### src/rtl/incr_pipeline_elastic.sv
// Elastic N-stage "x + INCR" pipeline with per-stage ready/valid and occupancy count.
// Optional macro RESET_DATA_PATH_EN: also clears the data registers on reset.
module incr_pipeline_elastic #(
   parameter int WIDTH  = 32,
   parameter int STAGES = 2,
   parameter int INCR   = 1
) (
   input  logic                             clk,
   input  logic                             rst,
   input  logic                             input_valid,
   output logic                             input_ready,
   input  logic [WIDTH-1:0]                 x,
   output logic                             output_valid,
   input  logic                             output_ready,
   output logic [WIDTH-1:0]                 out,
   output logic [$clog2(STAGES+1)-1:0]      occupancy
);

   localparam int               OCC_W  = $clog2(STAGES+1);
   localparam logic [WIDTH-1:0] INCR_W = WIDTH'(INCR);

   logic [STAGES-1:0] v_reg;
   logic [STAGES-1:0] v_next;
   logic [STAGES-1:0] load;
   logic [STAGES:0]   rdy;
   logic [WIDTH-1:0]  d_reg [STAGES];
   logic [WIDTH-1:0]  d_in  [STAGES];
   logic [OCC_W-1:0]  occ_reg;
   logic [OCC_W-1:0]  occ_next;

   // Ready ripples backwards: a stage can take a beat if it is empty or its successor moves.
   always_comb begin
      rdy         = '0;
      rdy[STAGES] = output_ready;
      for (int i = STAGES - 1; i >= 0; i--) begin
         rdy[i] = ~v_reg[i] | rdy[i+1];
      end
   end

   genvar gi;
   generate
      for (gi = 0; gi < STAGES; gi++) begin : g_stage
         if (gi == 0) begin : g_head
            assign v_next[gi] = rdy[gi] ? input_valid : v_reg[gi];
            assign load[gi]   = rdy[gi] & input_valid;
            assign d_in[gi]   = x;
         end else begin : g_body
            assign v_next[gi] = rdy[gi] ? v_reg[gi-1] : v_reg[gi];
            assign load[gi]   = rdy[gi] & v_reg[gi-1];
            if (gi == 1) begin : g_add
               assign d_in[gi] = d_reg[gi-1] + INCR_W;
            end else begin : g_pass
               assign d_in[gi] = d_reg[gi-1];
            end
         end
      end
   endgenerate

   // Occupancy is registered alongside v so both always describe the same edge.
   always_comb begin
      occ_next = '0;
      for (int i = 0; i < STAGES; i++) begin
         occ_next = occ_next + OCC_W'(v_next[i]);
      end
   end

   always_ff @(posedge clk or posedge rst) begin
      if (rst) begin
         v_reg   <= '0;
         occ_reg <= '0;
      end else begin
         v_reg   <= v_next;
         occ_reg <= occ_next;
      end
   end

`ifdef RESET_DATA_PATH_EN
   always_ff @(posedge clk or posedge rst) begin
      if (rst) begin
         for (int i = 0; i < STAGES; i++) begin
            d_reg[i] <= '0;
         end
      end else begin
         for (int i = 0; i < STAGES; i++) begin
            if (load[i]) begin
               d_reg[i] <= d_in[i];
            end
         end
      end
   end
`else
   // Data flops carry no reset; only accepted beats ever load them.
   always_ff @(posedge clk) begin
      for (int i = 0; i < STAGES; i++) begin
         if (load[i]) begin
            d_reg[i] <= d_in[i];
         end
      end
   end
`endif

   assign input_ready  = rdy[0];
   assign output_valid = v_reg[STAGES-1];
   assign out          = d_reg[STAGES-1];
   assign occupancy    = occ_reg;

endmodule
### config.mk
export PLATFORM = sky130hd
export DESIGN_NAME = incr_pipeline_elastic
export DESIGN_NICKNAME = d
export VERILOG_FILES = /design/src/rtl/incr_pipeline_elastic.sv
export SDC_FILE = /design/constraint.sdc
export NUM_CORES = 1
export LEC_CHECK = 0
export CORE_UTILIZATION = 45
export CTS_CLUSTER_DIAMETER = 60
export DETAILED_ROUTE_END_ITERATION = 12
export PLACE_DENSITY = 0.82
export SLEW_MARGIN = 20
export SYNTH_ARGS = -nofsm -noshare
export SYNTH_HDL_FRONTEND = slang
export SYNTH_SLANG_ARGS = --single-unit
### constraint.sdc
create_clock -name clk -period 1.5 [get_ports clk]
set_input_delay 0.15 -clock clk [delete_from_list [all_inputs] [get_ports clk]]
set_output_delay 0.15 -clock clk [all_outputs]
set_load 0.02 [all_outputs]
==> reports/metrics.yaml <==
run_status:
  status: "finished, violations left"
  violations: "negative setup slack"
clocking:
  root_buffer: "clkbuf_8"
  clock_latency_ps: 340
  clk_pin_slew_worst_paths_ps: 80
  clock-sinks: 68
  cts_buffers: 9
  cts_tree: "done"
  h-tree-depth: 3
  clockBufferDepth: 2
yosys:
  syn_area_per_cell_sq_um: 14.2
  synth_top_area_share_pct: 64.0
  ys.flop_type: "edfxtp_1"
  netlist.top_cell.by_area: "edfxtp_1"
  syn_inst: 212
  synth_cell_types: 24
  ys_warn_count: 0
  ys_seq_area_share_pct: 67.3
  syn_area_sq_um: 3000
  syn_nets: 250
  synth_top_cells_by_count: "edfxtp_1 (64), buf_4 (32), xnor2_1 (25), nand3_1 (20), nand2_1 (13)"
  ys_top_cells_by_area: "edfxtp_1 (64%), buf_4 (8.0%), xnor2_1 (7.3%), dfrtp_1 (3.3%), nand3_1 (3.3%)"
  synth_seq_cells: 68
  synth_edf_count: 64
  yosysMostFrequentCell: "edfxtp_1"
  async_flop_share_pct: 5.88
sta:
  relSlewSlack_pct: 77.7
  fin_ws_ps: -157
  period_minus_slack_ps: 1660
  worst_pin_slew_ps: 332
  worst_clock_skew_ps: 10.8
  drv_slew: 0
  final-setup-viol-count: 21
  period_share_pct: 110
  finalHoldViolCount: 0
  clock.fmax_mhz: 604
  rsz0062_at_grt: "true"
job:
  drv_cap: 0
global_routing:
  antenna_found_initial: 0
  grt_usage_pct: 18.3
  grt_start_max_net_pins: 26
  grt_pass1_wl_um: 9790
  grt_pass1_vias: 1983
  grt-ovfl-total: 0
detailed_routing:
  first_pass_iters: 4
  finalWirelength_um: 6170
  drt_iter0_drc: 108
  vias_per_cell: 5.00
  wl_per_cell_um: 15.7
  vias: 1966
  ant_nets: 0
  drc: 0
place:
  place.gp.congestion: 0.833
  placedInstanceArea_sq_um: 3930
  dp_hpwl_um: 4350
  numPortBuffers: 71
critical_path:
  r2r_slack_ps: -160
  path_class: "reg2reg"
  cp.arrival_ps: 1740
  cp-start-kind: "flip-flop"
  rr_startpoint: "d_reg[0][16]"
  critPathLaunch: "d_reg[0][16]"
  critPathRequiredTime_ps: 1590
  rr_worst_depth: 4
  critPathMaxFanout: 6
  endpoint: "d_reg[0][62]"
  regToRegEndpoint: "d_reg[0][62]"
  critPathCaptureType: "flip-flop"
power_and_ir_drop:
  p_leak_nw: 1.62
  irDropWorstVdd_mv: 0.938
  power_density_nw_per_um2: 1040
final_layout:
  syn_to_final_growth_pct: 46.9
  fillCellCount: 441
  nNetsFinal: 349
  diodes: 0
  drive_gt1_share_pct: 29.1
  largest_reg_flops: 64
  final_util_pct: 69.1
  design_area_sq_um: 4410
floorplanning:
  die-width_um: 83.7
  ios: 72
  dieArea_sq_um: 7010
  initial_utilization_pct: 47.0
  core_sq_um: 6390
  die_h_um: 83.7
  rows: 29
min_path:
  min_from: "x[6]"
  hp-class: "in2reg"
-- worst min-delay path by stage --
stage,to,cells past startpoint
detailed placement,occupancy[0],2
CTS,d_reg[0][6],1
global route,d_reg[0][2],1
finish,d_reg[0][6],1
global placement,occupancy[1],2
floorplan,occupancy[0],1
-- cell type report --
class	instances	area [sq um]	share of cell area (%)
flip-flops and latches	68	2020	45.8
repair buffers	121	1160	26.3
multi-input cells	106	907	20.6
clock buffers	11	131	2.98
well taps	77	96.3	2.18
clock inverters	5	76.3	1.73
inverters	5	18.8	0.425
-- where the power goes --
group          internal, mW  total [mW]  switching [mW]
Clock                 0.929        1.58           0.655
Combinational         0.367       0.681           0.314
Sequential             2.25        2.32          0.0722
-- critical path, cell delays in order (launching register included) --
cell	delay, ps
edfxtp_1	460
and3_1	270
and4_1	350
nand4b_1	180
xnor2_1	150
-- routing by layer --
layer | GRT usage, % | vias to the layer above | routed length (um)
met5 | 0 | - | 0
met4 | 8.32 | 0 | 107
met3 | 2.77 | 9 | 301
met2 | 29.5 | 76 | 3160
met1 | 24.6 | 941 | 2600
li1 | - | 940 | -
-- metrics by stage --
step / power (mW) / cells / hold slack (ps) / TNS (ps) / setup slack (ps)
after CTS: 4.59 / 392 / 352 / -1110 / -135
after global routing: 4.74 / 393 / 348 / -3150 / -220
after floorplan: 2.68 / 212 / -83.9 / -55.1 / -27.3
after detailed placement: 3.00 / 367 / 342 / -1710 / -162
after global placement: 2.98 / 367 / 338 / -468 / -61.8
final: 4.58 / 393 / 357 / -1680 / -157
-- layout by cell type (no fill, tap or decap), types with 2 or more instances in the layout --
cell type        synthesis  final
and3_1                   3      3
nor2_1                   8      7
nor4_4                   1      2
dfrtp_1                  4      4
nand3_4                  0      4
clkbuf_8                 0      9
buf_12                   0      4
buf_4                   32     39
nand4_1                 10     10
nand3_1                 20      8
xnor2_1                 25     20
nor4_2                   1      2
nand2_1                 13     11
nor3_1                   5      4
nand2b_1                 3      3
nand3_2                  0      8
xor2_1                   5      5
clkdlybuf4s50_1          0     70
inv_1                    5      5
bufinv_16                0      2
clkbuf_1                 1      2
edfxtp_1                64     64
xnor2_2                  0      5
buf_6                    0      6
-- cell families after synthesis --
| group | share of synthesized area (%) |
|---|---|
| flip-flops | 67.3 |
| XOR/XNOR | 8.75 |
| buffers and inverters | 8.75 |
| adder cells (fa/ha/maj) | 0.833 |
| AND/OR/NAND/NOR | 14.4 |
-- what timing repair did --
item | in CTS | in global routing
buffers inserted | 8 | 2
pin swaps | 9 | 12
hold endpoints to repair | 4 | 0
setup endpoints to repair | 21 | 23
gates resized for setup | 18 | 17
hold buffers | 1 | 0
(Power assumes the default switching activity.)
==> edit, RTL diff (config.mk and constraints unchanged) <==
Set the parameter `WIDTH` to 48 (it was 32).
--- a/src/rtl/incr_pipeline_elastic.sv
+++ b/src/rtl/incr_pipeline_elastic.sv
@@ -2,5 +2,5 @@
 // Optional macro RESET_DATA_PATH_EN: also clears the data registers on reset.
 module incr_pipeline_elastic #(
-   parameter int WIDTH  = 32,
+   parameter int WIDTH  = 48,
    parameter int STAGES = 2,
    parameter int INCR   = 1
Interface: changed (resized out and x); port bits go from 72 to 104. The function was not compared with the original's and may differ.
==> edit against the original RTL <==
  * Setup slack lost 460 ps
  * Final area rose by 52%
  * Sequential cell count increased by 32
  * Synthesized cell count rose by 50%
  * Via count rose by 57%
  * Core utilization is 0.29 points lower
  * The flow still finishes with violations (negative setup slack)
  * Power up 27%
  * Wire length grew 78%
  * Synthesized area grew 50%
  * Clock power decreased by 8%
==> edit: results (changes against the original RTL) <==
INFO  metric status = finished with violations
INFO  metric violations = negative setup slack
INFO  metric syn_nets = 372 (+49%)
INFO  metric routed_via_density = 5.101 (+2.0%)
INFO  metric seq_area_frac_synth = 66.08% (-1.2 points)
INFO  metric number_of_flops_mapped_to_enable_cells_by_yosys = 96 (+50%)
INFO  metric route.detailed.wl_per_inst = 18.19 µm (+16%)
INFO  metric detail_route.iter0.violations = 248 (+130%)
INFO  metric finalSetupViolations = 36 (+71%)
INFO  metric buffer_ports.inserted = 103 (+45%)
INFO  metric vdd_drop_max = 0.5611 mV (-40%)
INFO  metric grt.total_usage = 20.05% (+1.8 points)
INFO  metric gp_congestion = 0.8499 (+2.0%)
INFO  metric worst_skew_pair.late_latency = 370 ps (+30 ps)
INFO  metric layout_cell_share_with_drive_strength_beyond_1 = 31.63% (+2.5 points)
INFO  metric numPlacedInstances = 573 (+56%)
INFO  metric globalRouteMet3Util = 4.993% (+2.2 points)
INFO  metric place_hpwl = 7345 µm (+69%)
INFO  metric global_route_wire_length_before_repair = 15,140 µm (+55%)
INFO  metric timing.max_slew.rel_slack = 70.97% (-6.7 points)
INFO  metric fin_nets = 520 (+49%)
INFO  metric grt_start_max_net_pins = 22 (-15%)
INFO  metric synth.cells.most_frequent = edfxtp_1 (96), buf_4 (48), xor2_1 (26)
INFO  metric synth-async-reset-ratio = 4.000% (-1.9 points)
INFO  metric yosysUniqueCellTypes = 26 (+8.3%)
INFO  metric netlist_top_cells_area = edfxtp_1 (64%), buf_4 (8.0%), xor2_1 (5.0%)
INFO  metric setup_ws = -612.3 ps (-455.7 ps)
INFO  metric preCtsSetupSlack = -563.6 ps (-401.9 ps)
INFO  metric via_count_of_the_first_global_routing_pass = 3,044 (+54%)
INFO  metric post_synth.cell_area_avg = 14.20 µm² (+0.18%)
INFO  metric power_leakage = 2.772 nW (+71%)
edit: changes by cell type after synthesis, sizes merged, moves of 5 or more:
cell    before  now
xor2         5   26
nand4       11   17
nor4         5   17
xnor2       25   20
buf         32   53
edfxtp      64   96
and4         1    7
edit: layer usage:
layer / up-vias / part of all wire (%)
met5: - / 0
met4: 0 / 2.4
met3: 23 / 5.9
met2: 120 / 53
met1: 1514 / 39
li1: 1424 / -
edit: path summary, 6_finish.rpt:
check	depth (start not counted)	endpoint	slack [ps]	startpoint
worst max-delay path	6	d_reg[0][92]	-610	d_reg[0][24]
worst min-delay path	1	d_reg[0][42]	340	x[42]
worst max register to register	6	d_reg[0][92]	-610	d_reg[0][24]
worst min register to register	1	v_reg[1]	550	v_reg[0]
max in group asynchronous	3	v_reg[1]	830	rst
min in group asynchronous	3	v_reg[0]	500	rst
edit: timing repair:
action	4_1_cts	5_1_grt
hold endpoints to repair	4	0
buffers inserted	6	8
pin swaps	16	23
setup endpoints to repair	46	57
gates cloned	0	1
gates resized for setup	42	47
hold buffers	1	0
edit: metrics by stage:
step,setup TNS [ps],area (µm²)
after global placement,-10580,6076
after CTS,-10450,6439
after floorplan,-12440,4657
final,-11600,6693
after global routing,-13920,6693
after detailed placement,-11880,6076
edit: logic make-up (layout without fill, tap and decap cells):
logic type / count (synthesis) / after routing / synth area share, %
xor+xnor: 46 / 46 / 8.925
simple gates: 108 / 108 / 14.66
fa+ha+maj: 2 / 2 / 0.5542
flops: 100 / 100 / 66.08
buf+inv: 62 / 215 / 9.784
edit: area by class of cell:
class,instances,area (µm²)
inverters,7,26.28
well taps,133,166.4
multi-input cells,156,1444
flip-flops and latches,100,2984
fillers,664,3037
clock buffers,10,127.6
repair buffers,192,1913
clock inverters,6,31.28
edit: worst max-delay path, stage by stage, from the launching register on:
cell	delay [ps]
edfxtp_1	410
nand3_2	130
or4_4	580
buf_8	170
buf_12	150
nor4_4	250
xor2_1	250
edit: power by group:
group / internal, mW / switching (mW) / leakage, nW
clock: 0.583 / 0.865 / 0.0748
sequential: 3.30 / 0.0935 / 0.966
combinational: 0.513 / 0.475 / 1.73
total: 4.40 / 1.43 / 2.77
